### config.mk
export PLATFORM = sky130hd
export DESIGN_NAME = branch_hazard_ctrl
export DESIGN_NICKNAME = d
export VERILOG_FILES = /design/src/rtl/branch_hazard_ctrl.sv
export SDC_FILE = /design/constraint.sdc
export NUM_CORES = 1
export LEC_CHECK = 0
export CORE_AREA = 2 2 122 124
export DETAILED_ROUTE_END_ITERATION = 7
export DIE_AREA = 0 0 124 126
export PLACE_DENSITY = 0.67
export RECOVER_POWER = 50
export SLEW_MARGIN = 20
export SYNTH_ARGS = -nofsm -noshare
export SYNTH_HDL_FRONTEND = slang
export SYNTH_SLANG_ARGS = --single-unit
### constraint.sdc
create_clock -name clk -period 3 [get_ports clk]
set_clock_uncertainty 0.15 [all_clocks]
set_input_delay 0.45 -clock clk [delete_from_list [all_inputs] [get_ports clk]]
set_output_delay 0.45 -clock clk [all_outputs]
set_load 0.05 [all_outputs]
### src/rtl/branch_hazard_ctrl.sv
// ID-stage branch hazard sequencer: EX/MEM destination shadows, branch operand
// forwarding selects, load->branch stall, redirect/flush gating and perf counters.
package branch_hazard_pkg;
  localparam logic [1:0] FW_BR_ORIGIN  = 2'd0;
  localparam logic [1:0] FW_BR_EX_ALU  = 2'd1;
  localparam logic [1:0] FW_BR_MEM_ALU = 2'd2;
  localparam logic [1:0] FW_BR_MEM_MEM = 2'd3;

  localparam logic [5:0] OP_SPECIAL = 6'h00;
  localparam logic [5:0] OP_J       = 6'h02;
  localparam logic [5:0] OP_JAL     = 6'h03;
  localparam logic [5:0] OP_BEQ     = 6'h04;
  localparam logic [5:0] OP_BNE     = 6'h05;
  localparam logic [5:0] FN_JR      = 6'h08;
endpackage

// Per-operand forwarding select; EX has priority over MEM.
module branch_hazard_fwd
  import branch_hazard_pkg::*;
#(
  parameter int RA_W = 5
) (
  input  logic            used,
  input  logic [RA_W-1:0] src,
  input  logic            ex_wreg,
  input  logic [RA_W-1:0] ex_waddr,
  input  logic            ex_load,
  input  logic            mem_wreg,
  input  logic [RA_W-1:0] mem_waddr,
  input  logic            mem_load,
  output logic [1:0]      sel,
  output logic            haz
);
  logic ex_hit, mem_hit;

  always_comb begin
    ex_hit  = used && (src != '0) && ex_wreg  && (ex_waddr  == src);
    mem_hit = used && (src != '0) && mem_wreg && (mem_waddr == src);
    sel     = FW_BR_ORIGIN;
    haz     = 1'b0;
    if (ex_hit) begin
      // load result not available until MEM; wait a cycle on the register file path
      if (ex_load) haz = 1'b1;
      else         sel = FW_BR_EX_ALU;
    end else if (mem_hit) begin
      sel = mem_load ? FW_BR_MEM_MEM : FW_BR_MEM_ALU;
    end
  end
endmodule

module branch_hazard_ctrl
  import branch_hazard_pkg::*;
#(
  parameter int RA_W  = 5,
  parameter int CNT_W = 32
) (
  input  logic             clk,
  input  logic             rst,
  input  logic [31:0]      inst_ID,
  input  logic             id_valid,
  input  logic             id_wreg,
  input  logic [RA_W-1:0]  id_waddr,
  input  logic             id_is_load,
  input  logic             hold_ext,
  input  logic             is_branch_raw,
  input  logic             is_rst_raw,
  output logic [1:0]       FW_br_A,
  output logic [1:0]       FW_br_B,
  output logic             stall_IF_ID,
  output logic             bubble_ID_EX,
  output logic             is_branch,
  output logic             is_rst_IF_ID,
  output logic [CNT_W-1:0] cnt_branch,
  output logic [CNT_W-1:0] cnt_taken,
  output logic [CNT_W-1:0] cnt_stall
);
  localparam int NUM_OPS = 2;
  localparam logic [0:0] ST_RUN     = 1'b0;
  localparam logic [0:0] ST_LDSTALL = 1'b1;

  typedef struct packed {
    logic            wreg;
    logic [RA_W-1:0] waddr;
    logic            load;
  } shadow_t;

  shadow_t          ex_q, ex_d, mem_q, mem_d;
  logic [0:0]       state_q, state_d;
  logic             err_q, err_d;
  logic [CNT_W-1:0] cnt_branch_q, cnt_branch_d;
  logic [CNT_W-1:0] cnt_taken_q, cnt_taken_d;
  logic [CNT_W-1:0] cnt_stall_q, cnt_stall_d;

  logic [5:0] opcode, funct;
  logic       is_jr, is_beqne, is_jmp, br_class, hazard;

  logic [NUM_OPS-1:0][RA_W-1:0] op_src;
  logic [NUM_OPS-1:0]           op_used;
  logic [NUM_OPS-1:0][1:0]      op_sel;
  logic [NUM_OPS-1:0]           op_haz;

  always_comb begin
    opcode   = inst_ID[31:26];
    funct    = inst_ID[5:0];
    is_jr    = (opcode == OP_SPECIAL) && (funct == FN_JR);
    is_beqne = (opcode == OP_BEQ) || (opcode == OP_BNE);
    is_jmp   = (opcode == OP_J) || (opcode == OP_JAL);
    br_class = is_jr || is_beqne || is_jmp;
  end

  assign op_src[0]  = inst_ID[21 +: RA_W];
  assign op_src[1]  = inst_ID[16 +: RA_W];
  assign op_used[0] = id_valid && (is_jr || is_beqne);
  assign op_used[1] = id_valid && is_beqne;

  for (genvar g = 0; g < NUM_OPS; g++) begin : g_op
    branch_hazard_fwd #(.RA_W(RA_W)) u_fwd (
      .used      (op_used[g]),
      .src       (op_src[g]),
      .ex_wreg   (ex_q.wreg),
      .ex_waddr  (ex_q.waddr),
      .ex_load   (ex_q.load),
      .mem_wreg  (mem_q.wreg),
      .mem_waddr (mem_q.waddr),
      .mem_load  (mem_q.load),
      .sel       (op_sel[g]),
      .haz       (op_haz[g])
    );
  end

  always_comb begin
    hazard       = id_valid && br_class && (|op_haz);
    FW_br_A      = op_sel[0];
    FW_br_B      = op_sel[1];
    stall_IF_ID  = hazard && !hold_ext;
    bubble_ID_EX = stall_IF_ID;
    is_branch    = is_branch_raw && !stall_IF_ID && !hold_ext;
    is_rst_IF_ID = is_rst_raw && !stall_IF_ID && !hold_ext;
  end

  always_comb begin
    state_d      = state_q;
    err_d        = err_q;
    ex_d         = ex_q;
    mem_d        = mem_q;
    cnt_branch_d = cnt_branch_q;
    cnt_taken_d  = cnt_taken_q;
    cnt_stall_d  = cnt_stall_q;
    if (!hold_ext) begin
      state_d = stall_IF_ID ? ST_LDSTALL : ST_RUN;
      // the stalled load has moved to MEM, so a second stall points at a sequencing bug
      if (state_q == ST_LDSTALL && stall_IF_ID) err_d = 1'b1;
      mem_d = ex_q;
      ex_d  = '0;
      if (id_valid && !bubble_ID_EX)
        ex_d = '{wreg: id_wreg, waddr: id_waddr, load: id_is_load};
      if (id_valid && br_class && !stall_IF_ID) cnt_branch_d = cnt_branch_q + CNT_W'(1);
      if (is_branch)   cnt_taken_d = cnt_taken_q + CNT_W'(1);
      if (stall_IF_ID) cnt_stall_d = cnt_stall_q + CNT_W'(1);
    end
  end

  always_ff @(posedge clk) begin
    if (rst) begin
      state_q      <= ST_RUN;
      err_q        <= 1'b0;
      ex_q         <= '0;
      mem_q        <= '0;
      cnt_branch_q <= '0;
      cnt_taken_q  <= '0;
      cnt_stall_q  <= '0;
    end else begin
      state_q      <= state_d;
      err_q        <= err_d;
      ex_q         <= ex_d;
      mem_q        <= mem_d;
      cnt_branch_q <= cnt_branch_d;
      cnt_taken_q  <= cnt_taken_d;
      cnt_stall_q  <= cnt_stall_d;
    end
  end

  always_ff @(posedge clk) begin
    if (!rst)
      assert (!(state_q == ST_LDSTALL && stall_IF_ID && !hold_ext))
        else $error("branch_hazard_ctrl: load hazard recurred in LDSTALL");
  end

  assign cnt_branch = cnt_branch_q;
  assign cnt_taken  = cnt_taken_q;
  assign cnt_stall  = cnt_stall_q;

  logic unused_bits;
  assign unused_bits = ^{inst_ID[15:6], err_q};
endmodule

[Word level (Yosys, flattened, before mapping)]
Index checks and enable logic that the tools add are counted.
Operators by class
  add/subtract/negate cells: 3
  eq/ne operators: 9
  reduce and logical (&&, ||, !) cells: 35
  bitwise operators: 1
  mux-type cells: 10
Operator list (count)
  $add A32 B1 Y32 const B: 3
  $logic_and A1 B1 Y1: 22
  $eq A5 B5 Y1: 4
  $eq A6 B2 Y1 const B: 2
  $eq A6 B3 Y1 const B: 2
  $reduce_bool A5 Y1: 2
  $mux W2: 4
  $mux W7: 1
  $eq A6 B4 Y1 const B: 1
  $logic_not A6 Y1: 1
  $reduce_and A2 Y1: 3
  $mux W1: 5
  $logic_or A1 B1 Y1: 4
  $logic_not A1 Y1: 2
  $reduce_or A2 Y1: 1
  $not A1 Y1: 1
Word-level totals
  word-level logic and storage cells: 67
  register bits after elaboration: 110
  output and inout bits: 104
  input port bits: 45

[Depth between registers and ports, before layout]
  word-level depth: 15
  gate-level depth with buffers: 10
  mapped depth without buffers: 7

[Cells and area by module]
A second synthesis with hierarchy kept.
Unflattened totals
  cell total of the unflattened synthesis: 678
  area, all modules: 5686.7 um^2
Modules (own cells, without submodules)
  branch_hazard_ctrl: cells an instance 634, seq. area each 2202.1 um^2, times used 1, area an instance 5308.8 um^2
  branch_hazard_fwd: cells an instance 22, seq. area each 0.0 um^2, times used 2, area an instance 188.9 um^2

[Worst setup path after synthesis]
OpenSTA, ideal clock, no wires.
  kind: input port to output port
  start: input inst_ID[16]
  end: output is_rst_IF_ID
  setup slack: -0.561 ns
  cell stages on the path: 6
  arrival time: 2.961 ns
  path buffers: 1
  cells stage by stage: or3_1 -> o311a_1 -> o2bb2a_4 -> buf_6 -> nor2_1 -> nor3b_1
Between the ends
  longest elaborated chain between the ends: 11
  elaborated cells between the ends (all ways): 12
RTL lines
  start, declared: RTL line 59  | input logic [31:0] inst_ID,
  $reduce_bool A5 Y1: RTL line 37  | ex_hit = used && (src != '0) && ex_wreg && (ex_waddr == src);
  $logic_and A1 B1 Y1 (2 in a row): RTL line 37
  $logic_and A1 B1 Y1 *: RTL line 37
  $mux W1 *: RTL line 41  | if (ex_hit) begin
  $reduce_or A2 Y1 *: RTL line 132  | hazard = id_valid && br_class && (|op_haz);
  $logic_and A1 B1 Y1 *: RTL line 132
  $logic_and A1 B1 Y1 *: RTL line 135  | stall_IF_ID = hazard && !hold_ext;
  via bubble_ID_EX: RTL line 70  | output logic bubble_ID_EX,
  $logic_not A1 Y1 *: RTL line 138  | is_rst_IF_ID = is_rst_raw && !stall_IF_ID && !hold_ext;
  $logic_and A1 B1 Y1 * (2 in a row): RTL line 138
  end, declared: RTL line 72  | output logic is_rst_IF_ID,
The timed path passes the listed nets; every way through them passes the cells marked *.

[Worst setup path in the final report]
  start: input inst_ID[31]
  end: output is_branch
Between the ends
  longest elaborated chain between the ends: 14
  elaborated cells between the ends (all ways): 27
RTL lines
  $eq A6 B3 Y1 / $logic_not A6 Y1 (equally long branches): RTL line 106, 105
  $logic_or A1 B1 Y1 / $logic_and A1 B1 Y1 (equally long branches): RTL line 106, 105
  $logic_or A1 B1 Y1: RTL line 108, 113
  $logic_and A1 B1 Y1: RTL line 113  | assign op_used[0] = id_valid && (is_jr || is_beqne);
  $logic_and A1 B1 Y1 (3 in a row): RTL line 37
  $mux W1: RTL line 41
  $reduce_or A2 Y1: RTL line 132
  $logic_and A1 B1 Y1 *: RTL line 132
  $logic_and A1 B1 Y1 *: RTL line 135
  $logic_not A1 Y1 *: RTL line 137  | is_branch = is_branch_raw && !stall_IF_ID && !hold_ext;
  $logic_and A1 B1 Y1 * (2 in a row): RTL line 137
  end, declared: RTL line 71  | output logic is_branch,
Mark *: on every way between the ends. The rest lies on a longest branch, timed or not.

==> results.md <==
* Ports at 149
* Multi-input logic area at 0.00331 mm²
* Worst-skew pair later-pin latency at 0.35 ns
* Core Rows at 44
* Top cell family by delay on the critical path: buffers and inverters
* Fmax at 341 MHz
* Final antenna-violating net count at 0
* Crit-path most repeated cell: buf_4
* Pre-Repair DR Iteration Count at 4
* Die Span Y at 126 µm
* Hold-fix buffer count after cts at 0
* Clk root buf: clkbuf_16
* Vias in the first global route at 5426
* Core region area at 0.0143 mm²
* Die ar. at 0.0156 mm²
* Leak pwr at 3.08 nW
* Layout area overhead at 43.8%
* Commonest non-fill, non-tap cells in the layout: 110 x dfxtp_1, 96 x dlygate4sd3_1, 75 x nor2_1, 62 x buf_4, 48 x nand2_1
* CTS tree: yes
* Fin cells at 1042
* Crit path DAT at 2.33 ns
* Total Power at 0.00298 W
* Critical R2R Launch: cnt_branch[4]
* Cell count after synthesis at 672
* Initial DRC Count at 286
* Starting Density at 0.394
* Die width at 124 µm
* Worst Setup Start Kind: input pin
* Mapped cell area at 0.00564 mm²
* Drc violations at 0
* Routed vias/inst at 5.47
* Syn. warnings at 0
* Largest net degree at the start of global routing at 63
* Worst hold slack at 0.334 ns
* PnR worst setup slack at 0.0650 ns
* Number of nets in the layout at 902
* Final setup viols at 0
* Kind of critical path: in -> out
* Initial antenna violation count at 0
* GR Overflow Total at 0
* FF-to-FF path depth at 7
* Hpwl dp at 11.8 mm
* Seq/Total Area, Yosys at 0.390
* Clock sinks at 110
* Peak supply drop at 0.303 mV
* Post-Route Utilization at 0.567
* DRT Wirelength at 16.2 mm
* Reg2Reg Setup Slack at 0.30 ns
* Min-delay src: cnt_branch[31]
* Post-synth net total at 720
* Critical path, cell by cell: clkdlybuf4s50_1, nor4b_4, and2_4, nand3b_1, buf_4, o2bb2ai_2, buf_6, a21oi_2, buf_4
* H-tree depth at 3
* Crit. End Element: primary output
* Commonest non-fill, non-tap cell in the layout: dfxtp_1
* Power Dens Cells at 367 mW/mm²
* Worst Path Buf+Inv at 4
* Routability cong. at 0.821
* Via count at 5696
* Total CTS buffers at 9
* First-pass GRT wire length at 26.2 mm
* Drt wl/cell at 15.5 µm
* Worst-path fanout max at 3
* Hold depth at 2
* N_diodes at 0
* Port Buffers at 138
* Global Route Usage Sum at 0.207
* Post-place setup slack at -0.270 ns
* Normalized max-slew margin at 0.620
* Worst path slowest cell: clkdlybuf4s50_1
* Fin. Hold Viols at 0
* Largest stage delay on the critical path at 0.45 ns
* Worst slew pin tran at 0.567 ns
* Total area of sequential cells at 0.00220 mm²
* WP data required at 2.40 ns
* R2r endpoint: cnt_branch[27]
* Fin. max-slew vios at 0
* Hold Crit Endpoint: cnt_branch[31]
* Ratio of final minimum period to clock period at 0.978
* Syn_area_per_cell at 8.39 µm²
* Fillcell total at 1293
* Distinct cell type count after synthesis at 53
* CTS clk-pin slew, worst paths at 0.07 ns
* HP Class: reg -> reg
* Yosys reg bits at 110
* Final min period at 2.93 ns
* Clock Tree Buf Depth at 2
* Max-Cap Viols at 0
* Post-Place Cells at 1020
* Layout cell share with drive strength beyond 1 at 0.139
* Status: finished, final reports clean
==> tightest hold or removal path: cells and delay by family, from the launching register on <==
family             cells  cell delay, ns
DFF                    1            0.32
AOI/OAI and AO/OA      2            0.11
==> area by class of cell <==
class	instances	area share
multi-input cells	517	0.408
flip-flops and latches	110	0.271
repair buffers	205	0.247
clock buffers	12	0.0316
well taps	184	0.0284
clock inverters	3	0.00833
inverters	11	0.00509
==> layer usage <==
metal	global-route usage	wire length, µm	vias to the layer above
met2	0.356	8020	148
met1	0.266	7190	2718
met4	0.0582	199	0
met3	0.0358	781	16
li1	-	-	2814
met5	0	0	-
==> registers in the layout (all words and copies together) (netlist names) <==
register	flops
cnt_taken	32
mem_q	7
cnt_branch	32
cnt_stall	32
ex_q	7
==> how the worst max path moves through the flow <==
stage	from	endpoint	slack, ns	depth (start not counted)
final	inst_ID[31]	is_branch	0.07	9
after global routing	inst_ID[31]	bubble_ID_EX	-0.02	9
after CTS	inst_ID[18]	is_rst_IF_ID	0.01	8
after detailed placement	inst_ID[29]	cnt_stall[19]	-0.27	8
after global placement	inst_ID[29]	cnt_stall[19]	-0.19	8
after floorplan	inst_ID[16]	is_branch	0.002	5
==> cell families (layout without fill, tap and decap cells) <==
kind of cell | after synthesis | count (layout) | synth area share
AOI/OAI and AO/OA | 132 | 132 | 0.155
and+or+nand+nor | 301 | 301 | 0.286
xor gates and xnor gates | 69 | 69 | 0.107
adders and majority gates | 3 | 3 | 0.00666
muxes | 12 | 12 | 0.0222
DFF | 110 | 110 | 0.390
buffers and inverters | 45 | 231 | 0.0326
==> repair_timing <==
action,4_1_cts,5_1_grt
setup buffers,6,1
endpoints found under the hold margin,0,0
endpoints found under the setup margin,5,12
pin swaps,6,7
gates resized for setup,8,9
==> metrics by stage <==
| step | instance area, µm² | setup TNS, ns |
|---|---|---|
| after floorplan | 5650 | 0 |
| after global placement | 7670 | -2.95 |
| after detailed placement | 7670 | -4.88 |
| after CTS | 8070 | 0 |
| after global routing | 8110 | -0.0571 |
| final | 8110 | 0 |
==> cells in the mapped netlist, drive strengths merged <==
library cell | number | area, µm²
nand2b | 2 | 12.5
dfxtp | 110 | 2200
a31oi | 1 | 6.26
inv | 11 | 41.3
and3 | 17 | 106
o311a | 1 | 10.0
nor3 | 7 | 35.0
o211ai | 2 | 15.0
nor4 | 14 | 106
nand3 | 38 | 195
a2111o | 1 | 11.3
a21o | 1 | 7.51
or2 | 2 | 12.5
nand4 | 26 | 163
o21ai | 25 | 129
o21a | 1 | 7.51
nor2b | 6 | 37.5
or3 | 23 | 144
nand2 | 48 | 180
a211oi | 9 | 67.6
and2 | 5 | 31.3
o31ai | 14 | 105
o2bb2a | 1 | 20.0
nand3b | 8 | 60.1
clkbuf | 26 | 97.6
nor4b | 6 | 65.1
or4 | 15 | 113
mux2i | 8 | 80.1
o21ba | 5 | 50.1
o2bb2ai | 1 | 15.0
nor3b | 2 | 15.0
a21boi | 5 | 37.5
a21oi | 48 | 240
a2111oi | 13 | 115
buf | 8 | 45.0
o2111ai | 3 | 26.3
a32o | 1 | 10.0
and4 | 6 | 52.6
mux2 | 4 | 45.0
nor2 | 76 | 285
ha | 3 | 37.5
xnor2 | 41 | 359
xor2 | 28 | 245
==> report_power, final <==
part / internal [W] / switching, W
Sequential: 0.00147 / 0.0000101
Combinational: 0.0000868 / 0.0000908
Clock: 0.000774 / 0.000548
No activity file was read; power rests on OpenSTA's default activity.
